### config.mk
export PLATFORM = sky130hd
export DESIGN_NAME = shared_reg_arbiter
export DESIGN_NICKNAME = d
export VERILOG_FILES = /design/src/rtl/shared_reg_pkg.sv /design/src/rtl/shared_reg_arbiter_rr_pick.sv /design/src/rtl/shared_reg_arbiter.sv
export SDC_FILE = /design/constraint.sdc
export NUM_CORES = 1
export LEC_CHECK = 0
export ABC_CLOCK_PERIOD_IN_PS = 2900
export CAP_MARGIN = 20
export CORE_MARGIN = 8
export CORE_UTILIZATION = 35
export CTS_CLUSTER_SIZE = 25
export DETAILED_ROUTE_END_ITERATION = 16
export HOLD_SLACK_MARGIN = 0.15
export PLACE_DENSITY = 0.71
export SLEW_MARGIN = 0
export SYNTH_ARGS = -nofsm -noshare
export SYNTH_HDL_FRONTEND = slang
export SYNTH_SLANG_ARGS = --single-unit
### constraint.sdc
create_clock -name clk -period 2.9 [get_ports clk]
set_input_delay 0.58 -clock clk [delete_from_list [all_inputs] [get_ports clk]]
set_output_delay 0.58 -clock clk [all_outputs]
set_load 0.05 [all_outputs]
### src/rtl/shared_reg_pkg.sv
// shared_reg_pkg: FSM state type and index-width helper
// shared by the shared-register arbiter and its picker.
package shared_reg_pkg;

  typedef enum logic {
    IDLE  = 1'b0,
    OWNED = 1'b1
  } state_t;

  function automatic int idx_w(input int n);
    return (n > 1) ? $clog2(n) : 1;
  endfunction

endpackage

### src/rtl/shared_reg_arbiter_rr_pick.sv
// rr_pick: rotating-base priority encoder. req/base in,
// one-hot winner, its index and any-winner flag out.
module rr_pick #(
  parameter int N  = 4,
  parameter int IW = 2
) (
  input  logic [N-1:0]  req,
  input  logic [IW-1:0] base,
  output logic [N-1:0]  onehot,
  output logic [IW-1:0] idx,
  output logic          any
);

  always_comb begin
    int          k;
    logic [IW-1:0] ki;
    onehot = '0;
    idx    = '0;
    any    = 1'b0;
    k      = 0;
    ki     = '0;
    for (int i = 0; i < N; i++) begin
      k  = (int'(base) + i) % N;
      ki = IW'(k);
      if (!any && req[ki]) begin
        any        = 1'b1;
        onehot[ki] = 1'b1;
        idx        = ki;
      end
    end
  end

endmodule

### src/rtl/shared_reg_arbiter.sv
// shared_reg_arbiter: one WIDTH-bit register shared by NREQ writers.
// Ports: clk, Rst(async low), req/lock/wdata in; gnt, q, q_owner, q_valid, busy out.
module shared_reg_arbiter
  import shared_reg_pkg::*;
#(
  parameter int NREQ     = 4,
  parameter int WIDTH    = 8,
  parameter int MAX_HOLD = 4
) (
  input  logic                     clk,
  input  logic                     Rst,
  input  logic [NREQ-1:0]          req,
  input  logic [NREQ-1:0]          lock,
  input  logic [NREQ*WIDTH-1:0]    wdata,
  output logic [NREQ-1:0]          gnt,
  output logic [WIDTH-1:0]         q,
  output logic [idx_w(NREQ)-1:0]   q_owner,
  output logic                     q_valid,
  output logic                     busy
);

  localparam int IW = idx_w(NREQ);
  localparam int HW = $clog2(MAX_HOLD + 1);
  localparam logic [HW-1:0] MAX_H = HW'(MAX_HOLD);
  localparam logic [HW-1:0] H_ONE = HW'(1);
  localparam logic [IW-1:0] LAST  = IW'(NREQ - 1);
  localparam logic [IW-1:0] I_ONE = IW'(1);
  // A single-cycle hold is no hold at all.
  localparam bit LOCK_EN = (MAX_HOLD > 1);

  state_t          state, state_n;
  logic [IW-1:0]   owner, owner_n;
  logic [IW-1:0]   rr_ptr, rr_n;
  logic [HW-1:0]   hold_cnt, hold_n;
  logic [NREQ-1:0] gnt_c;
  logic [IW-1:0]   sel;
  logic            wr;

  logic [NREQ-1:0] pick_oh;
  logic [IW-1:0]   pick_idx;
  logic            pick_any;

  rr_pick #(
    .N  (NREQ),
    .IW (IW)
  ) u_pick (
    .req    (req),
    .base   (rr_ptr),
    .onehot (pick_oh),
    .idx    (pick_idx),
    .any    (pick_any)
  );

  always_comb begin
    state_n = state;
    owner_n = owner;
    hold_n  = hold_cnt;
    rr_n    = rr_ptr;
    gnt_c   = '0;
    sel     = pick_idx;
    wr      = 1'b0;
    if (state == OWNED && req[owner]
        && hold_cnt < MAX_H) begin
      gnt_c[owner] = 1'b1;
      sel          = owner;
      wr           = 1'b1;
      hold_n       = hold_cnt + H_ONE;
      state_n      = (lock[owner] && (hold_cnt + H_ONE) < MAX_H)
                     ? OWNED : IDLE;
    end else if (pick_any) begin
      // Owner dropped req (or no burst): plain round-robin,
      // and the new winner may start its own burst.
      gnt_c = pick_oh;
      wr    = 1'b1;
      if (LOCK_EN && lock[pick_idx]) begin
        state_n = OWNED;
        owner_n = pick_idx;
        hold_n  = H_ONE;
      end else begin
        state_n = IDLE;
      end
    end else begin
      state_n = IDLE;
    end
    if (wr) rr_n = (sel == LAST) ? '0 : sel + I_ONE;
  end

  assign gnt  = Rst ? gnt_c : '0;
  assign busy = (state == OWNED);

  always_ff @(posedge clk or negedge Rst) begin
    if (!Rst) begin
      state    <= IDLE;
      owner    <= '0;
      rr_ptr   <= '0;
      hold_cnt <= '0;
      q        <= '0;
      q_owner  <= '0;
      q_valid  <= 1'b0;
    end else begin
      state    <= state_n;
      owner    <= owner_n;
      rr_ptr   <= rr_n;
      hold_cnt <= hold_n;
      if (wr) begin
        q       <= wdata[int'(sel)*WIDTH +: WIDTH];
        q_owner <= sel;
        q_valid <= 1'b1;
      end
    end
  end

endmodule

### Word level (Yosys, flattened, before mapping)

Cells that the tools add are included.

| word-level totals | value |
|---|---|
| bits of input ports | 42 |
| register bits after elaboration | 19 |
| output and inout port bits | 16 |
| word-level logic and storage cells | 99 |

| operators by class | value |
|---|---|
| shift-type cells | 1 |
| add/subtract/negate cells | 5 |
| bitwise operators | 4 |
| mux-type cells | 50 |
| magnitude comparators | 13 |
| equal/unequal tests | 1 |
| reduce and logical (&&, ||, !) cells | 18 |

Operator list:

| cell | number |
|---|---|
| variable part select 32 x 6 -> 8 bit | 1 |
| 2-to-1 mux 4 bit | 7 |
| 2-to-1 mux 1 bit | 22 |
| < comparator 2 x 3 -> 1 bit (second input constant) | 6 |
| binary-select mux 1 bit (select 2 bit) | 7 |
| 2-to-1 mux 2 bit | 6 |
| OR 4 bit | 3 |
| logical AND 1 bit | 11 |
| demux 1 bit (select 2 bit) | 5 |
| >= comparator 2 x 1 -> 1 bit (second input constant) | 5 |
| 2-to-1 mux 3 bit | 3 |
| < comparator 3 bit (second input constant) | 2 |
| adder 2 x 1 -> 2 bit (second input constant) | 2 |
| adder 2 bit (second input constant) | 2 |
| nonzero test 2 bit | 2 |
| adder 3 x 1 -> 3 bit (second input constant) | 1 |
| logical NOT 1 bit | 3 |
| AND reduction 3 bit | 1 |
| == test 2 bit (second input constant) | 1 |
| AND reduction 2 bit | 1 |
| NOT 1 bit | 1 |

### Longest topological paths before layout

Gate-level depths: netlist of run 1.

| logic depth | value |
|---|---|
| depth in word-level cells | 17 |
| gate-level depth with buffers | 13 |

### Modules after synthesis

From an unflattened synthesis of run 1, not the netlist that was laid out.

| second synthesis, totals | value |
|---|---|
| cell total of the unflattened synthesis | 178 |
| area, all modules | 1,732.9 µm² |

Modules (own cells, without submodules):

| module | times used | area each (µm²) | cells each | sequential area each (µm²) |
|---|---|---|---|---|
| shared_reg_arbiter | 1 | 1,311.3 | 133 | 475.5 |
| rr_pick | 1 | 421.7 | 45 | 0.0 |

### Worst setup path before layout of run 1

OpenSTA, ideal clock, no wires.

| timing | value |
|---|---|
| path type | register to output |
| start | register rr_ptr[0] |
| end | output port gnt[2] |
| data arrival time | 2.753 ns |
| path slack | -0.433 ns |
| path buffers | 2 |
| cell stages (with the launch flop) | 10 |
| path through | dfrtp_1 > buf_4 > inv_2 > ha_1 > buf_2 > mux4_2 > nor3_1 > a221oi_1 > o21ai_0 > and2_1 |

| between the ends | value |
|---|---|
| word-level cells in the longest chain between the ends | 15 |
| elaborated cells between the ends (all ways) | 51 |

Ends and longest elaborated chain:

| what | line | RTL |
|---|---|---|
| from (decl) | shared_reg_arbiter.sv:33 | `logic [IW-1:0] rr_ptr, rr_n;` |
| from (signal assigned) | shared_reg_arbiter.sv:103 | `rr_ptr <= rr_n;` |
| parallel branches: the longest is 12 deep, another holds < comparator 2 x 3 -> 1 bit | - |  |
| 2-to-1 mux 4 bit * | shared_reg_arbiter.sv:70 | `end else if (pick_any) begin` |
| 2-to-1 mux 4 bit * | shared_reg_arbiter.sv:62 | `if (state == OWNED && req[owner]` |
| 2-to-1 mux 4 bit * | shared_reg_arbiter.sv:88 | `assign gnt = Rst ? gnt_c : '0;` |
| to (decl) | shared_reg_arbiter.sv:15 | `output logic [NREQ-1:0] gnt,` |

Every way passes the cells marked *. The select of a mux whose other input is x is not followed.

### Worst setup path after layout of run 1

| timing | value |
|---|---|
| start | register rr_ptr[0] |
| end | output port gnt[1] |

The elaborated chain is that of the path after synthesis.

==> results.toml, run 1 <==
[critical_path]
timing.reg2reg.setup_slack_ns = -0.03
crit_path_cell_trace = "inv_6 -> ha_4 -> mux4_2 -> nor2b_4 -> a22oi_1 -> nor2_1 -> a221oi_2 -> o22ai_1 -> and2_4 -> buf_8"
cp_max_delay_cell = "mux4_2"
setup_cp_type = "reg -> out"
critical_path.top_delay_family = "multiplexers"
highest_cell_delay_on_the_worst_timing_path_ns = 0.63
cp-end-kind = "output pin"
worst_r2r_path_depth = 13
critPathArrivalTime_ns = 2.55
worst_ep_required_time_ns = 2.32
timing.critical_path.fanout_max = 7
critPathCapture = "gnt[1]"
critical_path.startpoint_type = "flip-flop"
r2r_end = "q[2]"
r2r_start = "rr_ptr[0]"
cp_num_cells = 10
cp-startpoint = "rr_ptr[0]"
critical_path_buf_inv_count = 2

[die]
dieArea_um2 = 7290
dieHeight_um = 85.4
rows = 25
fp.dieW_um = 85.4
core_region_area_um2 = 4690
design.portCount = 58
floorplan.initialDensity = 0.359

[sta]
clock_skew_ns = 0.00924
report.final.hold_viol_count = 0
slew_headroom = 0.638
rsz_0062_raised_after_global_routing = "true"
setup_failing_eps_final = 10
final.setup.worst_slack_ns = -0.230
maxSlewViolCount = 0
fin_crit_ns = 3.13
max_freq_mhz = 320
layout_worst_path_cycle_share = 1.08
hold_ws_ns = 0.473
worstMarginPinSlew_ns = 0.541

[pwr]
vdd_drop_max_mv = 0.535
static-leakage-power_nw = 1.16
power.total_mw = 3.57
power_density_nw_per_um2 = 1340

[finish]
postLayoutCoreUtil = 0.569
sequential_cell_area_um2 = 477
stdcell_area_um2 = 2670
number_of_antenna_cells_inserted = 0
multiInputGateArea_um2 = 1170
layout-area-overhead-vs-synth_pct = 58.4
drive_above_1_share = 0.266
layout.filler_cells = 424
design.final.nets = 314

[logic_synthesis]
synth.net_count = 233
ys_top_cells_by_count = "nand2_1 (24), mux2i_1 (22), dfrtp_1 (19)"
async_reset_ff_frac = 1.00
synthesis.area_per_instance_um2 = 9.20
synth_most_common_cell = "nand2_1"
syn-instance-count = 183
netlist.top_cell.by_area = "dfrtp_1"
number_of_storage_elements_in_the_synthesis_netlist = 19
synth-edff-count = 0
synth.yosys.warnings = 0
synth.yosys.seq_area_share = 0.282
synth-main-ff-cell = "dfrtp_1"
post-synth-top-area-fraction = 0.282
syn_area_um2 = 1680
synthTopCellsByArea = "dfrtp_1 (28%), mux2i_1 (13%), ha_1 (5.9%)"
synthDistinctLibCells = 44

[clock_tree]
clk_transition_reported_paths_ns = 0.08
cts.sink_count = 19
postCtsHoldBufs = 0
cts_max_level = 1
clock_insertion_delay_worst_skew_ns = 0.26
cts_tree = "built"
ctsRootBufferMaster = "clkbuf_8"
clk_path_buf_depth = 2
numCtsBuffers = 3

[placed_design]
post_dp_cell_area_um2 = 2440
place.detailed.hpwl_um = 3750
gp_congestion = 0.802
port-buffer-count = 57

[detailed_routing]
postRouteWirelength_um = 5010
dr_total_vias = 1709
firstDrtPassIters = 4
antenna_violating_nets_post_route = 0
detail_route.drc_violations = 0
drt_iter0_drc = 42
wl_per_cell_um = 15.8
routed_via_density = 5.39

[grt]
maximum_number_of_pins_on_one_net_before_global_route_repair = 20
first_global_vias = 1824
antenna_violations_before_repair = 0
wire_length_of_the_first_global_routing_pass_um = 8400
grt_util_all_layers = 0.139
overflow = 0

[job]
maxCapViolCount = 0

[hold_path]
timing.hold.worst_path_depth = 1
hold_path.class = "reg -> reg"

[status]
run_status = "finished, violations left"
violations_in_the_final_reports = "setup timing"
-- cell type report --
cell class,count,area share
timing repair buffer,90,0.329
clock buffer,3,0.0155
clock inverter,1,0.00188
inverter,6,0.0103
multi-input combinational,144,0.439
tap,54,0.0253
sequential,19,0.179
-- power by group --
group / internal [mW] / switching [mW] / total (mW)
logic: 1.38 / 1.50 / 2.88
registers: 0.406 / 0.100 / 0.506
clock network: 0.0955 / 0.0887 / 0.184
-- per-layer routing --
metal / part of all wire / vias to the layer above / GRT usage
met3: 0.093 / 4 / 0.0541
li1: - / 834 / -
met5: 0 / - / 0
met4: 0.0076 / 0 / 0.0382
met2: 0.45 / 65 / 0.221
met1: 0.45 / 806 / 0.169
-- flip-flops by register name (all words and copies together) (netlist names) --
signal,cells
q,8
hold_cnt,3
owner,2
q_valid,1
busy,1
q_owner,2
rr_ptr,2
-- timing repair --
item,4_1_cts,5_1_grt
pin swaps,6,8
gates resized for setup,20,5
gates cloned,0,2
setup endpoints to repair,4,11
buffers inserted,3,4
-- cells in the final DEF (no fill, tap or decap), drive strengths merged, types with 5 or more instances in the layout --
cell type,synthesis,routed
nand2,24,24
nor3,5,5
inv,6,6
a21oi,7,7
clkdlybuf4s50,0,49
mux2i,23,23
ha,8,8
dfrtp,19,19
o21ai,9,9
o221ai,8,8
nor2,12,12
nand2b,5,5
a22oi,6,6
buf,10,36
-- worst min-delay path by stage --
stage / startpoint / to / slack [ns]
floorplan: Rst / busy / 0.28
global placement: q_valid / q_valid / 0.45
detailed placement: q_valid / q_valid / 0.46
CTS: q_valid / q_valid / 0.48
global route: q_valid / q_valid / 0.50
finish: q_valid / q_valid / 0.47
-- cells by family after synthesis --
logic type                 synth area share
AOI/OAI and AO/OA                     0.210
muxes                                 0.186
xor gates and xnor gates            0.00520
buffers and inverters                0.0728
DFF                                   0.282
adders and majority gates            0.0594
and+or+nand+nor                       0.184
-- stage by stage --
step | instances | TNS [ns] | setup slack [ns]
final | 317 | -0.870 | -0.230
after floorplan | 183 | -0.0449 | -0.0156
after detailed placement | 304 | -2.15 | -0.284
after global routing | 317 | -2.44 | -0.344
after CTS | 311 | -0.707 | -0.189
after global placement | 304 | -1.97 | -0.262
Power figures use the tool's default switching activity.
==> run 2: changes to the inputs <==
--- a/config.mk
+++ b/config.mk
@@ -12,7 +12,7 @@
 export CTS_CLUSTER_SIZE = 25
 export DETAILED_ROUTE_END_ITERATION = 16
 export HOLD_SLACK_MARGIN = 0.15
-export PLACE_DENSITY = 0.71
+export PLACE_DENSITY = 0.67
 export SLEW_MARGIN = 0
 export SYNTH_ARGS = -nofsm -noshare
 export SYNTH_HDL_FRONTEND = slang
==> run 2 against run 1 <==
Effect of this change: the run still ends with setup timing left; critical path depth unchanged; die area unchanged; via count down 3.1%; core utilization shrank 1.7 points; sequential share of layout area up 0.54 points; clock power hardly changed; count of clock-buffer cells in the layout unchanged; design area fell by 2.9%; hold slack better by 0.0064 ns.
==> results.toml, run 2 (synthesis results as in run 1) <==
[status]
run_status = "finished, violations left"
violations_in_the_final_reports = "setup timing"

[finish]
design.final.nets = 309
multiInputGateArea_um2 = 1160
number_of_antenna_cells_inserted = 0
layout.filler_cells = 433
largest_register_ff_count = 8
largest_register = "q"
mostFrequentLayoutCells = "clkdlybuf4s50_1 (49), buf_4 (27), nand2_1 (24), mux2i_1 (22), dfrtp_1 (18)"
sequential_cell_area_um2 = 477
postLayoutCoreUtil = 0.552
drive_above_1_share = 0.244
layout-area-overhead-vs-synth_pct = 53.8
biggestRegsByFlops = "q x8, hold_cnt x3"
most_common_cell_after_layout_fill_and_taps_aside = "clkdlybuf4s50_1"

[critical_path]
timing.reg2reg.setup_slack_ns = 0.15
r2r_start = "rr_ptr[0]"
critical_path.startpoint_type = "flip-flop"
timing.critical_path.fanout_max = 7
cp-end-kind = "output pin"
critPathArrivalTime_ns = 2.54
worst_r2r_path_depth = 10
highest_cell_delay_on_the_worst_timing_path_ns = 0.62
cp_max_delay_cell = "mux4_2"
crit_path_cell_trace = "inv_6 -> ha_4 -> mux4_2 -> nor2b_4 -> a22oi_1 -> nor2_1 -> a221oi_2 -> o22ai_1 -> and2_4 -> buf_8"
r2r_end = "q[1]"
worst_ep_required_time_ns = 2.32
setup_cp_type = "reg -> out"

[sta]
worstMarginPinSlew_ns = 0.525
maxSlewViolCount = 0
clock_skew_ns = 0.00204
layout_worst_path_cycle_share = 1.08
setup_failing_eps_final = 4
hold_ws_ns = 0.480
max_freq_mhz = 320
totalNegativeSetupSlack_ns = -0.740
final.setup.worst_slack_ns = -0.222
slew_headroom = 0.649
rsz_0062_raised_after_global_routing = "true"
fin_crit_ns = 3.12
report.final.hold_viol_count = 0

[clock_tree]
cts.sink_count = 19
cts_max_level = 1
ctsRootBufferMaster = "clkbuf_8"
clock_insertion_delay_worst_skew_ns = 0.25
clk_path_buf_depth = 2
clk_transition_reported_paths_ns = 0.07
cts_tree = "built"
numCtsBuffers = 3
postCtsHoldBufs = 0

[placed_design]
port-buffer-count = 57
gp_congestion = 0.887
place.detailed.hpwl_um = 3720

[pwr]
vdd_drop_max_mv = 0.551
power.total_mw = 3.34
power_density_nw_per_um2 = 1290
static-leakage-power_nw = 1.13

[detailed_routing]
dr_total_vias = 1656
detail_route.drc_violations = 0
antenna_violating_nets_post_route = 0
drt_iter0_drc = 64
wl_per_cell_um = 15.0
postRouteWirelength_um = 4680
firstDrtPassIters = 4
routed_via_density = 5.31

[hold_path]
hold_path.class = "reg -> reg"
holdPathEnd = "q_valid"
timing.hold.worst_path_depth = 1
min_from = "q_valid"

[grt]
wire_length_of_the_first_global_routing_pass_um = 8320
first_global_vias = 1771
grt_util_all_layers = 0.138
maximum_number_of_pins_on_one_net_before_global_route_repair = 20
overflow = 0
antenna_violations_before_repair = 0

[die]
fp.dieW_um = 85.4
floorplan.initialDensity = 0.359
dieHeight_um = 85.4
core_region_area_um2 = 4690
design.portCount = 58
rows = 25
dieArea_um2 = 7290

[job]
maxCapViolCount = 0
## run 2: worst max-delay path, delay by kind of cell (launching register included)
kind	cells	cell delay (ns)
compound gates	3	0.29
fa+ha+maj	1	0.27
buf+inv	2	0.18
flops	1	0.41
mux	1	0.62
simple gates	3	0.53
## run 2: area by class of cell
type	instances	share of cell area
inverters	6	0.0106
flip-flops and latches	19	0.184
multi-input cells	144	0.449
clock inverters	1	0.00193
well taps	54	0.0261
clock buffers	3	0.0159
repair buffers	85	0.312
## run 2: layer usage
metal  share of wire  vias up  wire length (µm)  global-route usage
met5               0        -                 0                   0
met4          0.0053        0                25              0.0382
met3           0.093        2               435              0.0560
met2            0.44       52              2080               0.209
met1            0.46      778              2130               0.176
li1                -      824                 -                   -
## run 2: timing repair
action / CTS / global route
pin swaps: 11 / 9
setup buffers: 2 / 1
endpoints found under the setup margin: 4 / 5
gates resized for setup: 17 / 3
## run 2: how the worst max path moves through the flow
stage,end,from
floorplan,gnt[2],rr_ptr[0]
global placement,gnt[1],req[1]
detailed placement,gnt[1],req[1]
CTS,gnt[1],rr_ptr[0]
global route,gnt[1],rr_ptr[1]
finish,gnt[1],rr_ptr[0]
## run 2: power by group
part / total, mW / internal [mW] / switching (mW)
clock: 0.185 / 0.0954 / 0.0892
sequential: 0.493 / 0.406 / 0.0867
combinational: 2.67 / 1.23 / 1.43
## run 2: through the flow
step | setup slack, ns | instances | instance area (µm²)
3_3_place_gp | -0.281 | 305 | 2450
2_1_floorplan | -0.0156 | 183 | 1740
6_report | -0.222 | 312 | 2590
5_1_grt | -0.318 | 312 | 2590
4_1_cts | -0.234 | 311 | 2570
3_5_place_dp | -0.290 | 305 | 2450
==> run 3: changes to the inputs <==
--- a/config.mk
+++ b/config.mk
@@ -5,6 +5,7 @@
 export SDC_FILE = /design/constraint.sdc
 export NUM_CORES = 1
 export LEC_CHECK = 0
+export ABC_AREA = 1
 export ABC_CLOCK_PERIOD_IN_PS = 2900
 export CAP_MARGIN = 20
 export CORE_MARGIN = 8
@@ -12,7 +13,6 @@
 export CTS_CLUSTER_SIZE = 25
 export DETAILED_ROUTE_END_ITERATION = 16
 export HOLD_SLACK_MARGIN = 0.15
-export PLACE_DENSITY = 0.67
 export SLEW_MARGIN = 0
 export SYNTH_ARGS = -nofsm -noshare
 export SYNTH_HDL_FRONTEND = slang
==> run 3 against run 2 <==
Effect of this change: the run now ends clean; critical path depth is 3 higher; non-clock buffer count is 9 lower; die area is 13% higher; area after synthesis is 16% higher; flip-flop and latch count stayed put; first-iteration DRC count is 47% higher; count of clock-buffer cells in the layout stayed put; global-route usage hardly changed; via count is 24% higher; critical endpoint is now gnt[2].
==> results.toml, run 3 <==
[status]
run_status = "complete, no violations"

[clock_tree]
clk_transition_reported_paths_ns = 0.07
cts_max_level = 1
cts.sink_count = 19
clock_insertion_delay_worst_skew_ns = 0.26
clk_path_buf_depth = 2
numCtsBuffers = 3
cts_tree = "built"
ctsRootBufferMaster = "clkbuf_8"

[critical_path]
r2r_end = "q[4]"
timing.reg2reg.setup_slack_ns = 0.64
timing.critical_path.fanout_max = 6
critical_path.startpoint_type = "flip-flop"
cp-end-kind = "output pin"
cp-startpoint = "rr_ptr[0]"
critPathCapture = "gnt[2]"
worst_ep_required_time_ns = 2.32
r2r_start = "rr_ptr[0]"
critPathArrivalTime_ns = 2.19
worst_r2r_path_depth = 16
setup_cp_type = "reg -> out"

[sta]
max_freq_mhz = 361
maxSlewViolCount = 0
report.final.hold_viol_count = 0
clock_skew_ns = 0.00106
worstMarginPinSlew_ns = 0.530
setup_failing_eps_final = 0
layout_worst_path_cycle_share = 0.956
slew_headroom = 0.646
fin_crit_ns = 2.77

[die]
rows = 27
design.portCount = 58
floorplan.initialDensity = 0.358
fp.dieW_um = 90.6
dieHeight_um = 90.6
core_region_area_um2 = 5440
dieArea_um2 = 8200

[detailed_routing]
wl_per_cell_um = 12.9
detail_route.drc_violations = 0
dr_total_vias = 2054
routed_via_density = 4.64
postRouteWirelength_um = 5710
drt_iter0_drc = 94
antenna_violating_nets_post_route = 0
firstDrtPassIters = 4

[grt]
overflow = 0
first_global_vias = 2011
grt_util_all_layers = 0.138
maximum_number_of_pins_on_one_net_before_global_route_repair = 20
antenna_violations_before_repair = 0
wire_length_of_the_first_global_routing_pass_um = 9530

[placed_design]
port-buffer-count = 57
post_dp_cell_area_um2 = 2730
place.detailed.hpwl_um = 4500
gp_congestion = 0.873

[logic_synthesis]
synthDistinctLibCells = 35
syn_area_um2 = 1950
synth.yosys.warnings = 0
async_reset_ff_frac = 1.00
netlist.top_cell.by_area = "dfrtp_1"
synth_most_common_cell = "nand2_1"
ys_top_cells_by_count = "nand2_1 (95), nand3_1 (52), inv_1 (51)"
number_of_storage_elements_in_the_synthesis_netlist = 19
synth.net_count = 348
synth-edff-count = 0
post-synth-top-area-fraction = 0.244
synth-main-ff-cell = "dfrtp_1"
synthesis.area_per_instance_um2 = 6.53
syn-instance-count = 298
synthTopCellsByArea = "dfrtp_1 (24%), nand2_1 (18%), nand3_1 (13%)"
synth.yosys.seq_area_share = 0.244

[hold_path]
hold_path.class = "reg -> reg"

[finish]
layout-area-overhead-vs-synth_pct = 46.8
most_common_cell_after_layout_fill_and_taps_aside = "nand2_1"
biggestRegsByFlops = "q x8, hold_cnt x3"
layout.filler_cells = 541
mostFrequentLayoutCells = "nand2_1 (92), nand3_1 (52), inv_1 (50), clkdlybuf4s50_1 (49), nand2_2 (23)"
stdcell_area_um2 = 2860
largest_register = "q"
largest_register_ff_count = 8
drive_above_1_share = 0.197
number_of_antenna_cells_inserted = 0
design.final.nets = 422

[job]
maxCapViolCount = 0
-- run 3: changes by cell type after synthesis, sizes merged, moves of 4 or more --
| cell | delta |
|---|---|
| a21oi | -5 |
| and2 | -4 |
| buf | -4 |
| inv | +48 |
| mux2i | -23 |
| nand2 | +95 |
| nand2b | -5 |
| nand3 | +57 |
| nor3 | -5 |
| o21ai | -5 |
| o221ai | -7 |
-- run 3: stage by stage --
stage	cells	TNS, ns	setup slack, ns	utilization	hold slack, ns
finish	443	0	0.128	0.525	0.478
global route	443	-0.0107	-0.0107	0.525	0.497
CTS	438	0	0.0119	0.511	0.485
detailed placement	434	-0.0151	-0.0151	0.502	0.460
global placement	434	0	0.0449	0.502	0.461
floorplan	298	0	0.0740	-	0.284
-- run 3: repair_timing --
item                                    in CTS  in global routing
pin swaps                                    1                  3
gates resized for setup                      1                 13
endpoints found under the setup margin       3                  4
cloned                                       0                  0
setup buffers                                0                  5
hold buffers                                 0                  0
-- run 3: cell families (layout without fill, tap and decap cells) --
family,Yosys count,count (layout),synth area share
fa+ha+maj,8,8,0.0514
compound gates,21,21,0.0746
flops,19,19,0.244
buf+inv,61,134,0.141
simple gates,189,189,0.489
-- run 3: critical path: stages (launching register included) --
cell,delay [ns]
dfrtp_2,0.43
inv_8,0.05
ha_4,0.28
inv_1,0.07
nand2_2,0.09
nand2_4,0.07
nor2_8,0.09
nand2_2,0.07
nor2_4,0.15
nand2_1,0.06
nand3_1,0.07
nor2_1,0.07
a211oi_4,0.24
buf_12,0.17
-- run 3: routing by layer --
metal / up-vias / share of wire / GRT usage
met3: 5 / 0.064 / 0.0466
met5: - / 0 / 0
met1: 912 / 0.45 / 0.162
met4: 0 / 0.0082 / 0.0305
li1: 1081 / - / -
met2: 56 / 0.47 / 0.236
-- run 3: final cells by class --
type	instances	area, µm²	share of cell area
Multi-Input combinational cell	218	1260	0.442
Timing Repair Buffer	76	767	0.269
Sequential cell	19	477	0.167
Inverter	54	213	0.0745
Tap cell	72	90.1	0.0315
Clock buffer	3	41.3	0.0145
Clock inverter	1	5.00	0.00175
-- run 3: worst min path at each step --
stage | start | end | slack (ns) | cells after the start
2_1_floorplan | Rst | busy | 0.28 | 0
3_3_place_gp | q_valid | q_valid | 0.46 | 1
3_5_place_dp | q_valid | q_valid | 0.46 | 1
4_1_cts | q_valid | q_valid | 0.48 | 1
5_1_grt | q_valid | q_valid | 0.50 | 1
6_report | q_valid | q_valid | 0.48 | 1
Power of run 3 is not shown: default switching activity piles up to over one toggle a cycle in this logic, so the estimate is an artifact.
